`config.mk`:
```
export PLATFORM = sky130hd
export DESIGN_NAME = apu_dispatcher
export DESIGN_NICKNAME = d
export VERILOG_FILES = /design/src/rtl/apu_dispatcher.sv
export SDC_FILE = /design/constraint.sdc
export NUM_CORES = 1
export LEC_CHECK = 0
export CORE_ASPECT_RATIO = 0.75
export CORE_MARGIN = 4
export CORE_UTILIZATION = 40
export CTS_CLUSTER_DIAMETER = 120
export CTS_CLUSTER_SIZE = 28
export DETAILED_ROUTE_END_ITERATION = 12
export PLACE_DENSITY_LB_ADDON = 0.1
export SLEW_MARGIN = 5
export SYNTH_ARGS = -nofsm -noshare
export SYNTH_HDL_FRONTEND = slang
export SYNTH_SLANG_ARGS = --single-unit
```
`constraint.sdc`:
```
create_clock -name clk -period 2.15 [get_ports clk]
set_input_delay 0.215 -clock clk [delete_from_list [all_inputs] [get_ports clk]]
set_output_delay 0.215 -clock clk [all_outputs]
set_load 0.02 [all_outputs]
```
`src/rtl/apu_dispatcher.sv`:
```
// APU request initiator: tags core FP ops with a slot ID, reorders nothing, returns results in arrival order.
// Latency: apu_req_o one cycle after accept; write-back valid one cycle after the response.
// Backpressure: core_ready_o drops on pending ungranted request or when credits reach MAX_OUTSTANDING.
module apu_fifo #(
    parameter int W     = 8,
    parameter int DEPTH = 4
) (
    input  logic         clk,
    input  logic         rst_n,
    input  logic         wr_vld,
    input  logic [W-1:0] wr_dat,
    input  logic         rd_rdy,
    output logic         rd_vld,
    output logic [W-1:0] rd_dat
);
    localparam int AW = $clog2(DEPTH);

    logic [W-1:0]  mem [DEPTH];
    logic [AW-1:0] wr_ptr;
    logic [AW-1:0] rd_ptr;
    logic [AW:0]   cnt;
    logic          do_push;
    logic          do_pop;

    assign rd_vld  = (cnt != '0);
    assign rd_dat  = mem[rd_ptr];
    assign do_pop  = rd_vld & rd_rdy;
    // A pop frees the head slot in the same cycle, so a full FIFO still takes a push alongside a pop.
    assign do_push = wr_vld & ((cnt != (AW+1)'(DEPTH)) | do_pop);

    always_ff @(posedge clk or negedge rst_n) begin
        if (!rst_n) begin
            wr_ptr <= '0;
            rd_ptr <= '0;
            cnt    <= '0;
            for (int i = 0; i < DEPTH; i++) mem[i] <= '0;
        end else begin
            if (do_push) begin
                mem[wr_ptr] <= wr_dat;
                wr_ptr      <= wr_ptr + 1'b1;
            end
            if (do_pop) rd_ptr <= rd_ptr + 1'b1;
            cnt <= cnt + (AW+1)'(do_push) - (AW+1)'(do_pop);
        end
    end
endmodule

module apu_dispatcher #(
    parameter int ID_WIDTH        = 9,
    parameter int NB_ARGS         = 2,
    parameter int OPCODE_WIDTH    = 6,
    parameter int DATA_WIDTH      = 32,
    parameter int FLAGS_IN_WIDTH  = 15,
    parameter int FLAGS_OUT_WIDTH = 5,
    parameter int REGADDR_WIDTH   = 6,
    parameter int MAX_OUTSTANDING = 4
) (
    input  logic                          clk,
    input  logic                          rst_n,
    input  logic                          core_valid_i,
    output logic                          core_ready_o,
    input  logic [NB_ARGS*DATA_WIDTH-1:0] core_operands_i,
    input  logic [OPCODE_WIDTH-1:0]       core_op_i,
    input  logic [FLAGS_IN_WIDTH-1:0]     core_flags_i,
    input  logic [REGADDR_WIDTH-1:0]      core_waddr_i,
    output logic                          apu_req_o,
    input  logic                          apu_gnt_i,
    output logic [ID_WIDTH-1:0]           apu_ID_o,
    output logic [NB_ARGS*DATA_WIDTH-1:0] apu_operands_o,
    output logic [OPCODE_WIDTH-1:0]       apu_op_o,
    output logic [FLAGS_IN_WIDTH-1:0]     apu_flags_o,
    output logic                          apu_rready_o,
    input  logic                          apu_rvalid_i,
    input  logic [DATA_WIDTH-1:0]         apu_rdata_i,
    input  logic [FLAGS_OUT_WIDTH-1:0]    apu_rflags_i,
    input  logic [ID_WIDTH-1:0]           apu_rID_i,
    output logic                          wb_valid_o,
    input  logic                          wb_ready_i,
    output logic [DATA_WIDTH-1:0]         wb_data_o,
    output logic [FLAGS_OUT_WIDTH-1:0]    wb_flags_o,
    output logic [REGADDR_WIDTH-1:0]      wb_waddr_o,
    output logic                          busy_o,
    output logic                          err_o
);
    localparam int SW = $clog2(MAX_OUTSTANDING);
    localparam int CW = SW + 1;
    localparam int EW = DATA_WIDTH + FLAGS_OUT_WIDTH + REGADDR_WIDTH;

    logic [MAX_OUTSTANDING-1:0] slot_busy;
    logic [REGADDR_WIDTH-1:0]   slot_waddr [MAX_OUTSTANDING];
    logic [CW-1:0]              credits;
    logic [SW-1:0]              free_idx;
    logic                       have_free;
    logic                       accept;
    logic [SW-1:0]              rsp_slot;
    logic                       rsp_ok;
    logic                       rsp_bad;
    logic                       wb_pop;
    logic [EW-1:0]              rsp_dat;
    logic [EW-1:0]              head_dat;

    // Lowest free slot from the registered bitmap, so a slot freed this cycle waits a cycle.
    always_comb begin
        free_idx  = '0;
        have_free = 1'b0;
        for (int i = MAX_OUTSTANDING - 1; i >= 0; i--) begin
            if (!slot_busy[i]) begin
                free_idx  = SW'(i);
                have_free = 1'b1;
            end
        end
    end

    assign core_ready_o = (!apu_req_o || apu_gnt_i) && have_free &&
                          (credits < CW'(MAX_OUTSTANDING));
    assign accept       = core_valid_i & core_ready_o;
    assign apu_rready_o = 1'b1;

    assign rsp_slot = apu_rID_i[SW-1:0];
    assign rsp_ok   = apu_rvalid_i && (apu_rID_i < ID_WIDTH'(MAX_OUTSTANDING)) &&
                      slot_busy[rsp_slot];
    assign rsp_bad  = apu_rvalid_i && !rsp_ok;
    assign rsp_dat  = {apu_rdata_i, apu_rflags_i, slot_waddr[rsp_slot]};

    assign wb_pop = wb_valid_o & wb_ready_i;
    assign busy_o = (credits != '0);
    assign {wb_data_o, wb_flags_o, wb_waddr_o} = head_dat;

    always_ff @(posedge clk or negedge rst_n) begin
        if (!rst_n) begin
            apu_req_o      <= 1'b0;
            apu_ID_o       <= '0;
            apu_operands_o <= '0;
            apu_op_o       <= '0;
            apu_flags_o    <= '0;
        end else if (accept) begin
            apu_req_o      <= 1'b1;
            apu_ID_o       <= ID_WIDTH'(free_idx);
            apu_operands_o <= core_operands_i;
            apu_op_o       <= core_op_i;
            apu_flags_o    <= core_flags_i;
        end else if (apu_gnt_i) begin
            apu_req_o      <= 1'b0;
        end
    end

    always_ff @(posedge clk or negedge rst_n) begin
        if (!rst_n) begin
            slot_busy <= '0;
            credits   <= '0;
            err_o     <= 1'b0;
        end else begin
            if (accept) slot_busy[free_idx] <= 1'b1;
            if (rsp_ok) slot_busy[rsp_slot] <= 1'b0;
            if (rsp_bad) err_o <= 1'b1;
            if (accept && !wb_pop) credits <= credits + 1'b1;
            else if (!accept && wb_pop) credits <= credits - 1'b1;
        end
    end

    // Only read back for a busy slot, which was written at allocation.
    always_ff @(posedge clk) begin
        if (accept) slot_waddr[free_idx] <= core_waddr_i;
    end

    apu_fifo #(
        .W     (EW),
        .DEPTH (MAX_OUTSTANDING)
    ) u_rsp_fifo (
        .clk    (clk),
        .rst_n  (rst_n),
        .wr_vld (rsp_ok),
        .wr_dat (rsp_dat),
        .rd_rdy (wb_ready_i),
        .rd_vld (wb_valid_o),
        .rd_dat (head_dat)
    );
endmodule

```
Yosys cells after proc, flatten, opt, wreduce, memory -nomap -nowiden
Memories as Yosys holds them, arrays and structs flattened.
Index checks and enable logic that the tools add are counted.
{ "totals": {"reg_bits": 275, "output_inout_bits": 143, "ramBits": 24, "wordCells": 88, "n_memories": 1} }
{ "memory_table": {"columns": ["name", "depth", "word_bits", "read_ports", "rd_clocked_by_memory_dff", "wr", "line_no", "text"], "rows": [
  ["slot_waddr", 4, 6, 1, 0, 1, "90", "logic [REGADDR_WIDTH-1:0] slot_waddr [MAX_OUTSTANDING];"]
]} }
{ "op_classes": {"muxes": 28, "magnitude_cmp": 9, "n_reduce_logical": 19, "bitwise_logic": 9, "n_eq_ne": 1, "n_addsub": 6} }
{ "ops": {"columns": ["operator", "count"], "rows": [
  ["$bwmux W172", 1],
  ["$mux W43", 3],
  ["$bmux W43 S2", 1],
  ["$demux W43 S2", 1],
  ["$mux W1", 11],
  ["$logic_and A1 B1 Y1", 10],
  ["$lt A9 B3 Y1 const B", 1],
  ["$mux W2", 4],
  ["$mux W4", 2],
  ["$ge A3 B3 Y1 const B", 2],
  ["$lt A2 B3 Y1 const B", 2],
  ["$mux W3", 2],
  ["$not A2 Y3", 2],
  ["$reduce_bool A3 Y1", 2],
  ["$add A2 B1 Y2 const B", 2],
  ["$and A4 B4 Y4", 1],
  ["$demux W1 S2", 2],
  ["$ge A2 B1 Y1 const B", 2],
  ["$logic_not A1 Y1", 4],
  ["$not A4 Y4", 1],
  ["$or A4 B4 Y4", 1],
  ["$reduce_bool A2 Y1", 2],
  ["$add A3 B1 Y3", 1],
  ["$add A3 B1 Y3 const B", 1],
  ["9 further kinds", 11]
]} }

Longest topological paths before layout
Gate-level depths: netlist of the first run.
{ "depth": {"ltp_word": 12, "mapped_depth": 10, "ltp_nobuf": 10} }

Cells and area by module
From an unflattened synthesis of the first run, not the netlist that was laid out.
{ "unflattened": {"hier_cells": 734, "hier_area_um2": 12605.8} }
{ "modules_own_cells": {"columns": ["module", "cells_each", "instances", "area_each_um2"], "rows": [
  ["apu_fifo", 451, 1, 7866.3],
  ["apu_dispatcher", 283, 1, 4739.5]
]} }

Worst setup path after synthesis of the first run
No wires, ideal clock.
{ "synth_timing": {"kind": "register -> register", "from": "register u_rsp_fifo.cnt[1]", "to": "register u_rsp_fifo.cnt[2]", "slack_ns": -0.195, "setup_time_ns": 0.124, "arrival_ns": 2.221, "stages_incl_launch_ff": 11, "t_required_ns": 2.026, "path_cell_list": "dfrtp_1 -> or3_1 -> nand2_1 -> inv_1 -> ha_1 -> inv_1 -> ha_1 -> inv_1 -> fa_1 -> xnor2_1 -> xnor2_1"} }
{ "synth_between": {"elab_chain_cells": 6, "elab_cells_between_ends": 7} }
{ "synth_rtl": {"columns": ["element", "line_no", "text"], "rows": [
  ["start, declared", "21", "logic [AW:0] cnt;"],
  ["start signal, assigned", "43", "cnt <= cnt + (AW+1)'(do_push) - (AW+1)'(do_pop);"],
  ["$reduce_bool A3 Y1 *", "25", "assign rd_vld = (cnt != '0);"],
  ["via wb_valid_o", "77", "output logic wb_valid_o,"],
  ["$and A1 B1 Y1 *", "27", "assign do_pop = rd_vld & rd_rdy;"],
  ["via u_rsp_fifo.do_pop", "23", "logic do_pop;"],
  ["$or A1 B1 Y1", "29", "assign do_push = wr_vld & ((cnt != (AW+1)'(DEPTH)) | do_pop);"],
  ["$and A1 B1 Y1", "29", null],
  ["$add A3 B1 Y3", "43", null],
  ["$sub A3 B1 Y3 *", "43", null]
]} }
Mark *: on every way through the listed nets, which the timed path passes. The rest lies on a longest branch.
A chain may end at the register's enable or synchronous reset.

Worst setup path after layout of the first run
{ "layout_timing": {"from": "register u_rsp_fifo.rd_ptr[0]", "to": "output wb_data_o[22]"} }
{ "layout_between": {"elab_chain_cells": 4} }
{ "layout_rtl": {"columns": ["element", "line_no", "text"], "rows": [
  ["start, declared", "20", "logic [AW-1:0] rd_ptr;"],
  ["start signal, assigned", "42", "if (do_pop) rd_ptr <= rd_ptr + 1'b1;"],
  ["$not A2 Y3 (implied by the code)", "26", "assign rd_dat = mem[rd_ptr];"],
  ["$bmux W43 S2", "26", null],
  ["$mux W43 (implied by the code) (2 in a row)", "26", null],
  ["end, declared", "79", "output logic [DATA_WIDTH-1:0] wb_data_o,"]
]} }
No other way between the ends. The select of a mux whose other input is x is not followed.

==> flow_metrics.tcl, run 1 <==
set metrics [dict create \
    dieArea_mm2 0.03636 \
    p_clk_share_pct 18.5 \
    max-clock-path-buffers 3 \
    grt_overflow 0 \
    antenna_left 0 \
    maxCapViolations 0 \
    p_int_uw 11420 \
    drv_slew 0 \
    yosysTopAreaCell "dfrtp_1" \
    synthFlopType "dfrtp_1" \
    cpLargestDelayFamily "multiplexers" \
    ys_types 43 \
    cp.required_ns 1.93 \
    end_kind "primary output" \
    cts_tree "built" \
    skew_ns 0.01308 \
    synth_edf_count 24 \
    grt_max_degree 55 \
    ys_warn_count 0 \
    gr-usage-all-layers_pct 16.84 \
    ff2ff_path_depth 6 \
    cp.arrival_ns 1.99 \
    finalWorstSetupSlack_ns -0.05866 \
    chipWidth_um 218.8 \
    syn_area_mm2 0.01334 \
    clk_latency_ns 0.50 \
    rsz0062_at_grt "true" \
    place_congestion 0.7598 \
    nFillCells 2716 \
    ir_drop_uv 571.6 \
    vias_per_cell 4.878 \
    cp_max_fo 5 \
    final-hold-violation-count 0 \
    clkTransAtPathRegs_ns 0.11 \
    crit_type "flop to primary output" \
    die_h_um 166.1 \
    yosys-top-cells-area "dfrtp_1 (52%), mux2_4 (18%), mux2_2 (8.3%), mux4_2 (7.4%), edfxtp_1 (5.4%)" \
    synthCells 727 \
    synthArstFlopShare_pct 91.97 \
    max_freq_ghz 0.4528 \
    finalCriticalPeriod_ns 2.209 \
    setup_violations 30 \
    core_mm2 0.03266 \
    min_period_over_period_pct 102.7 \
    r2r_end "u_rsp_fifo.mem[147]$_DFFE_PN0P_" \
    syn_to_final_growth_pct 33.52 \
    pwr-share-seq_pct 43.3 \
    antenna_found_initial 1 \
    path_buf_inv 3 \
    drc 0 \
    wl_per_cell_um 21.11 \
    leakage_uw 0.008354 \
    swShare_pct 31.53 \
    antenna_cells 0 \
    hold_class "input port to asynchronous set/reset pin" \
    dr.pass1.iters 4 \
    synth-seq-cells 299 \
    cts.sinks 299 \
    port_buffers 277 \
    pwr-share-comb_pct 38.2 \
    netlist.area_leader.share_pct 51.60 \
    start_kind "flop" \
    seq_area_frac_synth_pct 57.00 \
    power_density_mw_per_mm2 936.7 \
    grt_first_pass_wirelength_um 48510 \
    io_pins 286 \
    drive_gt1_share_pct 43.79 \
    violations "negative setup slack" \
    power_uw 16680 \
    outcome "finished, violations left" \
    switchingPower_uw 5260 \
    start_util_pct 40.83 \
    cpPeakStageDelay_ns 0.54 \
    reg2reg_from "u_rsp_fifo.cnt[0]$_DFF_PN0_" \
    tns_ns -0.5541 \
    crit_path_cell_trace "buf_12, buf_8, mux4_2, buf_2" \
    num_vias 7336 \
    drt_iter0_markers 382 \
    root_buffer "clkbuf_16" \
    post-place-ws_ns -0.1960 \
    grt_pass1_vias 7836 \
    crit_path_top_delay_cell "mux4_2" \
    ff2ff_setup_slack_ns 0 \
    row_count 57 \
    htree_levels 1 \
    finalWirelength_um 31750 \
    nNetsFinal 1211 \
    cts_inserted_buffers 14 \
    avgSynthCellArea_um2 18.34 \
    hpwlAfterDp_um 21690 \
]
-- synthesized netlist by cell type, types with 2 or more instances --
cell type and instances:
a31oi_1 5, buf_12 17, buf_2 13, buf_4 8, clkbuf_1 5, conb_1 2, dfrtp_1 275, edfxtp_1 24
fa_1 2, ha_1 7, inv_1 13, mux2_2 98, mux2_4 160, mux4_1 6, mux4_2 44, nand2_1 5
nand2_8 4, nor2_1 5, nor4b_1 2, o21ai_0 2, or3_1 2, xnor2_1 7
-- worst reg2reg max path: stages (launching register included) --
cell and delay, ns:
dfrtp_1 0.40, buf_6 0.12, or4b_4 0.53, and4_4 0.31, nand2_8 0.20, clkbuf_16 0.19, mux2_4 0.29
-- repair_timing --
action	4_1_cts	5_1_grt
cloned	5	6
pin swaps	12	10
gates resized for setup	276	17
endpoints found under the setup margin	158	94
buffers inserted	1	2
hold buffers	1	0
hold endpoints to repair	41	0
-- flip-flops by register name, indices dropped and copies added, names as in the netlist --
name               count
apu_ID_o               2
slot_waddr            24
err_o                  1
u_rsp_fifo.cnt         3
apu_flags_o           15
apu_op_o               6
u_rsp_fifo.wr_ptr      2
credits                3
u_rsp_fifo.rd_ptr      2
slot_busy              4
apu_req_o              1
apu_operands_o        64
u_rsp_fifo.mem       172
-- cell type report --
type / instances / area [um^2] / area share, %
timing repair buffer: 353 / 3857 / 21.66
tap: 442 / 553.0 / 3.106
clock inverter: 1 / 11.26 / 0.06324
multi-input combinational: 378 / 5338 / 29.97
clock buffer: 18 / 386.6 / 2.171
inverter: 13 / 51.30 / 0.2881
sequential: 299 / 7610 / 42.73
-- through the flow --
stage	instances	hold slack, ns	area [um^2]	utilization, %
floorplan	733	-0.08059	13380	-
global placement	1470	0.1577	16970	51.96
detailed placement	1470	0.1562	16970	51.96
CTS	1496	0.2140	17610	53.90
global route	1504	0.2228	17810	54.52
finish	1504	0.2094	17810	54.52
-- worst max path at each step --
stage | from | end | slack [ns] | depth (start not counted)
2_1_floorplan | u_rsp_fifo.cnt[1]$_DFF_PN0_ | u_rsp_fifo.cnt[2]$_DFF_PN0_ | -0.04 | 10
3_3_place_gp | apu_rvalid_i | u_rsp_fifo.cnt[2]$_DFF_PN0_ | -0.17 | 9
3_5_place_dp | apu_rID_i[0] | u_rsp_fifo.mem[9]$_DFFE_PN0P_ | -0.20 | 6
4_1_cts | u_rsp_fifo.rd_ptr[0]$_DFFE_PN0P_ | wb_data_o[22] | -0.1 | 4
5_1_grt | u_rsp_fifo.rd_ptr[0]$_DFFE_PN0P_ | wb_data_o[20] | -0.12 | 4
6_report | u_rsp_fifo.rd_ptr[0]$_DFFE_PN0P_ | wb_data_o[22] | -0.06 | 4
-- layout by cell type (no fill, tap or decap), types with 8 or more instances in the layout --
cell,netlist,layout
buf_12,17,23
buf_4,8,34
buf_6,1,44
clkbuf_16,0,19
clkdlybuf4s50_1,0,230
conb_1,2,8
dfrtp_1,275,271
edfxtp_1,24,24
inv_1,13,10
mux2_2,98,92
mux2_4,160,166
mux4_2,44,44
-- kinds of logic (layout without fill, tap and decap cells) --
family,Yosys count,after routing,synth area share (%)
other,2,8,0.05631
AOI/OAI and AO/OA,14,14,0.7412
and+or+nand+nor,28,31,1.670
DFF,299,299,57.00
buffers and inverters,59,385,4.147
adders and majority gates,9,9,0.9569
xor gates and xnor gates,8,8,0.5254
muxes,308,308,34.90
-- power by group through the flow --
stage               sequential, uW  clock, uW  combinational, uW
global route                  7350       3430               6740
finish                        7220       3090               6370
global placement              7300          0               6040
CTS                           7220       3240               6460
floorplan                     8310          0               2000
detailed placement            7350          0               6080
-- layer usage --
layer	routed length (um)	GRT usage, %	part of all wire (%)	vias to the layer above
met2	14850	26.48	47	129
li1	-	-	-	3318
met3	1289	3.128	4.1	25
met4	457	2.692	1.4	2
met5	7	0	0.022	-
met1	15140	25.02	48	3862
Power figures use the tool's default switching activity.
==> run 2: changes to the inputs <==
Settings changed: MAX_ROUTING_LAYER set to met4, SETUP_SLACK_MARGIN set to 0.2.
==> flow_metrics.tcl, run 2 (synthesized netlist as in run 1, its figures left out) <==
set metrics [dict create \
    outcome "finished, violations left" \
    violations "negative setup slack" \
    dr.pass1.iters 4 \
    max_freq_ghz 0.4504 \
    finalWorstSetupSlack_ns -0.07040 \
    swShare_pct 31.51 \
    gr-usage-all-layers_pct 18.18 \
    grt_overflow 0 \
    top_register "u_rsp_fifo.mem" \
    grt_first_pass_wirelength_um 50360 \
    drc 0 \
    cp_max_fo 7 \
    cp.required_ns 1.93 \
    reg_top3 "u_rsp_fifo.mem: 172 flops, apu_operands_o: 64 flops, slot_waddr: 24 flops" \
    io_pins 286 \
    min_period_over_period_pct 103.3 \
    start_kind "flop" \
    crit_start "u_rsp_fifo.rd_ptr[0]$_DFFE_PN0P_" \
    cts_inserted_buffers 14 \
    root_buffer "clkbuf_16" \
    finalCriticalPeriod_ns 2.220 \
    antenna_found_initial 2 \
    power_density_mw_per_mm2 910.7 \
    cts.sinks 299 \
    dieArea_mm2 0.03636 \
    ff2ff_setup_slack_ns -0.03 \
    r2r_end "u_rsp_fifo.mem[87]$_DFFE_PN0P_" \
    leakage_uw 0.008690 \
    cp.arrival_ns 2.01 \
    hpwlAfterDp_um 21220 \
    die_h_um 166.1 \
    drt_iter0_markers 343 \
    crit_type "flop to primary output" \
    crit_path_cell_trace "buf_6, buf_12, mux4_2, buf_6" \
    drv_slew 0 \
    vias_per_cell 4.819 \
    maxCapViolations 0 \
    reg2reg_from "u_rsp_fifo.cnt[0]$_DFF_PN0_" \
    p_clk_share_pct 18.4 \
    pwr-share-seq_pct 42.9 \
    skew_ns 0.03299 \
    p_int_uw 11540 \
    start_util_pct 40.83 \
    clk_latency_ns 0.52 \
    tns_ns -1.622 \
    cp_common_cell "buf_6" \
    port_buffers 277 \
    final-hold-violation-count 0 \
    crit_path_top_delay_cell "mux4_2" \
    grt_max_degree 77 \
    place_congestion 0.7467 \
    final_cell_mix "dfrtp_1 (271), clkdlybuf4s50_1 (230), mux2_4 (173)" \
    ir_drop_uv 643.6 \
    ff2ff_path_depth 8 \
    switchingPower_uw 5311 \
    setup_violations 104 \
    final_area_mm2 0.01851 \
    nFillCells 2632 \
    largest_reg_flops 172 \
    end_kind "primary output" \
    syn_to_final_growth_pct 38.78 \
    grt_pass1_vias 8051 \
    core_mm2 0.03266 \
    htree_levels 1 \
    pwr-share-comb_pct 38.6 \
    chipWidth_um 218.8 \
    cpPeakStageDelay_ns 0.56 \
    num_vias 7383 \
    clkTransAtPathRegs_ns 0.12 \
    rsz0062_at_grt "true" \
    post_dp_cell_area_mm2 0.01696 \
    hold_class "input port to asynchronous set/reset pin" \
    cts_tree "built" \
    finalWirelength_um 32190 \
    nNetsFinal 1238 \
    row_count 57 \
    layout_commonest_cell "dfrtp_1" \
    antenna_left 0 \
    post-place-ws_ns -0.3224 \
    drive_gt1_share_pct 45.59 \
    wl_per_cell_um 21.01 \
    max-clock-path-buffers 3 \
]
==> run 2: cell types whose count changed in the layout (fill, tap and decap cells not counted), sizes merged <==
| cell | previous run | this run |
|---|---|---|
| clkbuf | 22 | 17 |
| nand2 | 12 | 9 |
| buf | 114 | 150 |
| clkdlybuf4s15 | 0 | 1 |
| diode | 0 | 2 |
| bufbuf | 1 | 0 |
| dlygate4sd2 | 3 | 1 |
==> run 2: routing by layer <==
metal | track usage, % | wire length (um) | part of all wire, %
met1 | 25.55 | 14880 | 46
met2 | 28.65 | 15580 | 48
met3 | 3.219 | 1321 | 4.1
met4 | 2.527 | 410 | 1.3
met5 | - | 0 | 0
==> run 2: worst max-delay path, delay by kind of cell, from the launching register on <==
kind | cells | cell delay, ns
mux | 1 | 0.56
flops | 1 | 0.48
buf+inv | 3 | 0.46
==> run 2: through the flow <==
stage | cells | utilization (%) | power [uW] | hold slack [ns]
floorplan | 733 | - | 10370 | -0.08059
global placement | 1459 | 51.91 | 13360 | 0.1665
detailed placement | 1459 | 51.91 | 13450 | 0.1641
CTS | 1524 | 56.39 | 17070 | 0.1930
global route | 1532 | 56.67 | 17690 | 0.2246
finish | 1532 | 56.67 | 16860 | 0.1909
==> run 2: power groups by stage <==
stage	sequential [uW]	clock, uW	combinational [uW]
2_1_floorplan	8310	0	2050
3_3_place_gp	7360	0	6010
3_5_place_dp	7390	0	6050
4_1_cts	7240	3240	6590
5_1_grt	7380	3440	6880
6_report	7240	3110	6510
==> run 2: worst max-delay path by stage <==
| stage | to | slack [ns] | depth (start not counted) |
|---|---|---|---|
| 2_1_floorplan | u_rsp_fifo.cnt[2]$_DFF_PN0_ | 0.04 | 10 |
| 3_3_place_gp | u_rsp_fifo.cnt[2]$_DFF_PN0_ | -0.37 | 9 |
| 3_5_place_dp | u_rsp_fifo.cnt[2]$_DFF_PN0_ | -0.32 | 9 |
| 4_1_cts | wb_waddr_o[2] | -0.1 | 4 |
| 5_1_grt | wb_waddr_o[2] | -0.12 | 4 |
| 6_report | wb_waddr_o[2] | -0.07 | 4 |
==> run 2: layout make-up <==
type | count | area (um^2) | share of cell area [%]
flip-flops and latches | 299 | 7610 | 41.11
multi-input cells | 375 | 5350 | 28.91
repair buffers | 383 | 4546 | 24.56
well taps | 442 | 553.0 | 2.988
clock buffers | 17 | 382.9 | 2.069
inverters | 13 | 51.30 | 0.2772
clock inverters | 1 | 11.26 | 0.06084
diodes | 2 | 5.005 | 0.02704
==> run 2: what timing repair did <==
item,CTS,global route
buffers inserted,30,6
pin swaps,11,4
hold buffers,1,0
resized for setup,318,6
cloned,16,0
endpoints found under the setup margin,195,222
endpoints found under the hold margin,81,0
==> run 3: changes to the inputs <==
Settings changed: SETUP_SLACK_MARGIN 0.2 to 0.4.
==> flow_metrics.tcl, run 3 (synthesized netlist as in run 1, its figures left out) <==
set metrics [dict create \
    violations "negative setup slack" \
    wl_met1_um 15660 \
    grt_max_degree 65 \
    cts.sinks 299 \
    chipWidth_um 218.8 \
    syn_to_final_growth_pct 42.02 \
    ff2ff_setup_slack_ns 0.03 \
    dr.pass1.iters 4 \
    final_core_util_pct 57.99 \
    final-hold-violation-count 0 \
    max_freq_ghz 0.4437 \
    hold_class "input port to asynchronous set/reset pin" \
    io_pins 286 \
    finalWorstSetupSlack_ns -0.1037 \
    grt_pass1_vias 8174 \
    drt_iter0_markers 305 \
    max-clock-path-buffers 3 \
    wl_per_cell_um 21.65 \
    crit_type "flop to primary output" \
    ff2ff_path_depth 6 \
    antenna_found_initial 1 \
    rsz0062_at_grt "true" \
    leakage_uw 0.009328 \
    gr-usage-all-layers_pct 18.59 \
    finalCriticalPeriod_ns 2.254 \
    layout_commonest_cell "dfrtp_1" \
    worstMarginPinSlew_ns 0.5910 \
    cp.arrival_ns 2.04 \
    nNetsFinal 1245 \
    num_vias 7521 \
    ir_drop_uv 529.3 \
    skew_ns 0.01783 \
    outcome "finished, violations left" \
    met3WireLength_um 1393 \
    antenna_left 0 \
    drive_gt1_share_pct 46.58 \
    maxCapViolations 0 \
    holdWs_ns 0.2762 \
    power_density_mw_per_mm2 899.1 \
    top_register "u_rsp_fifo.mem" \
    cts_inserted_buffers 14 \
    multi_input_area_mm2 0.005563 \
    cts_tree "built" \
    largest_reg_flops 172 \
    relSlewSlack_pct 60.60 \
    core_mm2 0.03266 \
    drv_slew 0 \
    hpwlAfterDp_um 21230 \
    clkTransAtPathRegs_ns 0.11 \
    final_cell_mix "dfrtp_1 (270), mux2_4 (224), clkdlybuf4s50_1 (182)" \
    die_h_um 166.1 \
    row_count 57 \
    cp.required_ns 1.93 \
    htree_levels 1 \
    setup_violations 27 \
    routed.top_layer "met4" \
    place_congestion 0.7171 \
    grt_overflow 0 \
    clk_latency_ns 0.50 \
    start_util_pct 40.83 \
    port_buffers 277 \
    start_kind "flop" \
    min_period_over_period_pct 104.8 \
    root_buffer "clkbuf_16" \
    dieArea_mm2 0.03636 \
    wl_met2_um 15860 \
    r2r_end "u_rsp_fifo.mem[151]$_DFFE_PN0P_" \
    reg_top3 "u_rsp_fifo.mem: 172 flops, apu_operands_o: 64 flops, slot_waddr: 24 flops" \
    vias_per_cell 4.890 \
    cp_max_fo 7 \
    end_kind "primary output" \
    nFillCells 2581 \
    reg2reg_from "slot_busy[3]$_DFF_PN0_" \
    finalWirelength_um 33310 \
    regArea_mm2 0.007611 \
    grt_first_pass_wirelength_um 51250 \
    drc 0 \
]
[run 3: repair_timing]
item	in CTS	in global routing
pin swaps	13	4
hold buffers	1	0
endpoints found under the hold margin	52	0
setup buffers	31	9
setup endpoints to repair	289	310
gates resized for setup	307	124
gates cloned	17	2
[run 3: where the power goes]
part           leakage, uW  switching, uW  internal [uW]
clock network     0.000193           1770           1290
registers          0.00380            561           6700
logic              0.00534           2960           3750
total              0.00933           5290          11700
[run 3: final cells by class]
type / instances / share of cell area (%)
tap: 442 / 2.920
antenna: 1 / 0.01321
multi-input combinational: 375 / 29.37
timing repair buffer: 390 / 25.16
inverter: 13 / 0.2708
sequential: 299 / 40.18
clock inverter: 1 / 0.05945
clock buffer: 17 / 2.021
[run 3: how the worst max path moves through the flow]
stage,from,endpoint,slack (ns)
5_1_grt,u_rsp_fifo.rd_ptr[0]$_DFFE_PN0P_,wb_data_o[9],-0.16
6_report,u_rsp_fifo.rd_ptr[0]$_DFFE_PN0P_,wb_data_o[13],-0.10
2_1_floorplan,u_rsp_fifo.cnt[1]$_DFF_PN0_,u_rsp_fifo.cnt[2]$_DFF_PN0_,0.04
4_1_cts,u_rsp_fifo.rd_ptr[0]$_DFFE_PN0P_,wb_data_o[8],-0.14
3_3_place_gp,apu_rvalid_i,u_rsp_fifo.cnt[2]$_DFF_PN0_,-0.16
3_5_place_dp,apu_rID_i[0],u_rsp_fifo.mem[160]$_DFFE_PN0P_,-0.16
[run 3: worst max-delay path, cell delays in order, from the launching register on]
cell	delay (ns)
dfrtp_4	0.54
buf_4	0.15
buf_12	0.12
mux4_2	0.56
buf_6	0.16
[run 3: through the flow]
stage	setup TNS, ns	power (uW)	setup slack (ns)	area, um^2	std cells
after floorplan	0	10390	0.04464	13500	733
after CTS	-3.182	17020	-0.1440	18410	1526
after global placement	-24.43	13370	-0.1602	17010	1459
after global routing	-4.632	17910	-0.1616	18940	1538
after detailed placement	-24.56	13420	-0.1601	17010	1459
final	-1.564	17030	-0.1037	18940	1538
[run 3: metal layers]
layer | track usage, % | up-vias
met1 | 27.11 | 3967
li1 | - | 3395
met4 | 2.280 | 0
met3 | 2.872 | 24
met5 | - | -
met2 | 28.68 | 135
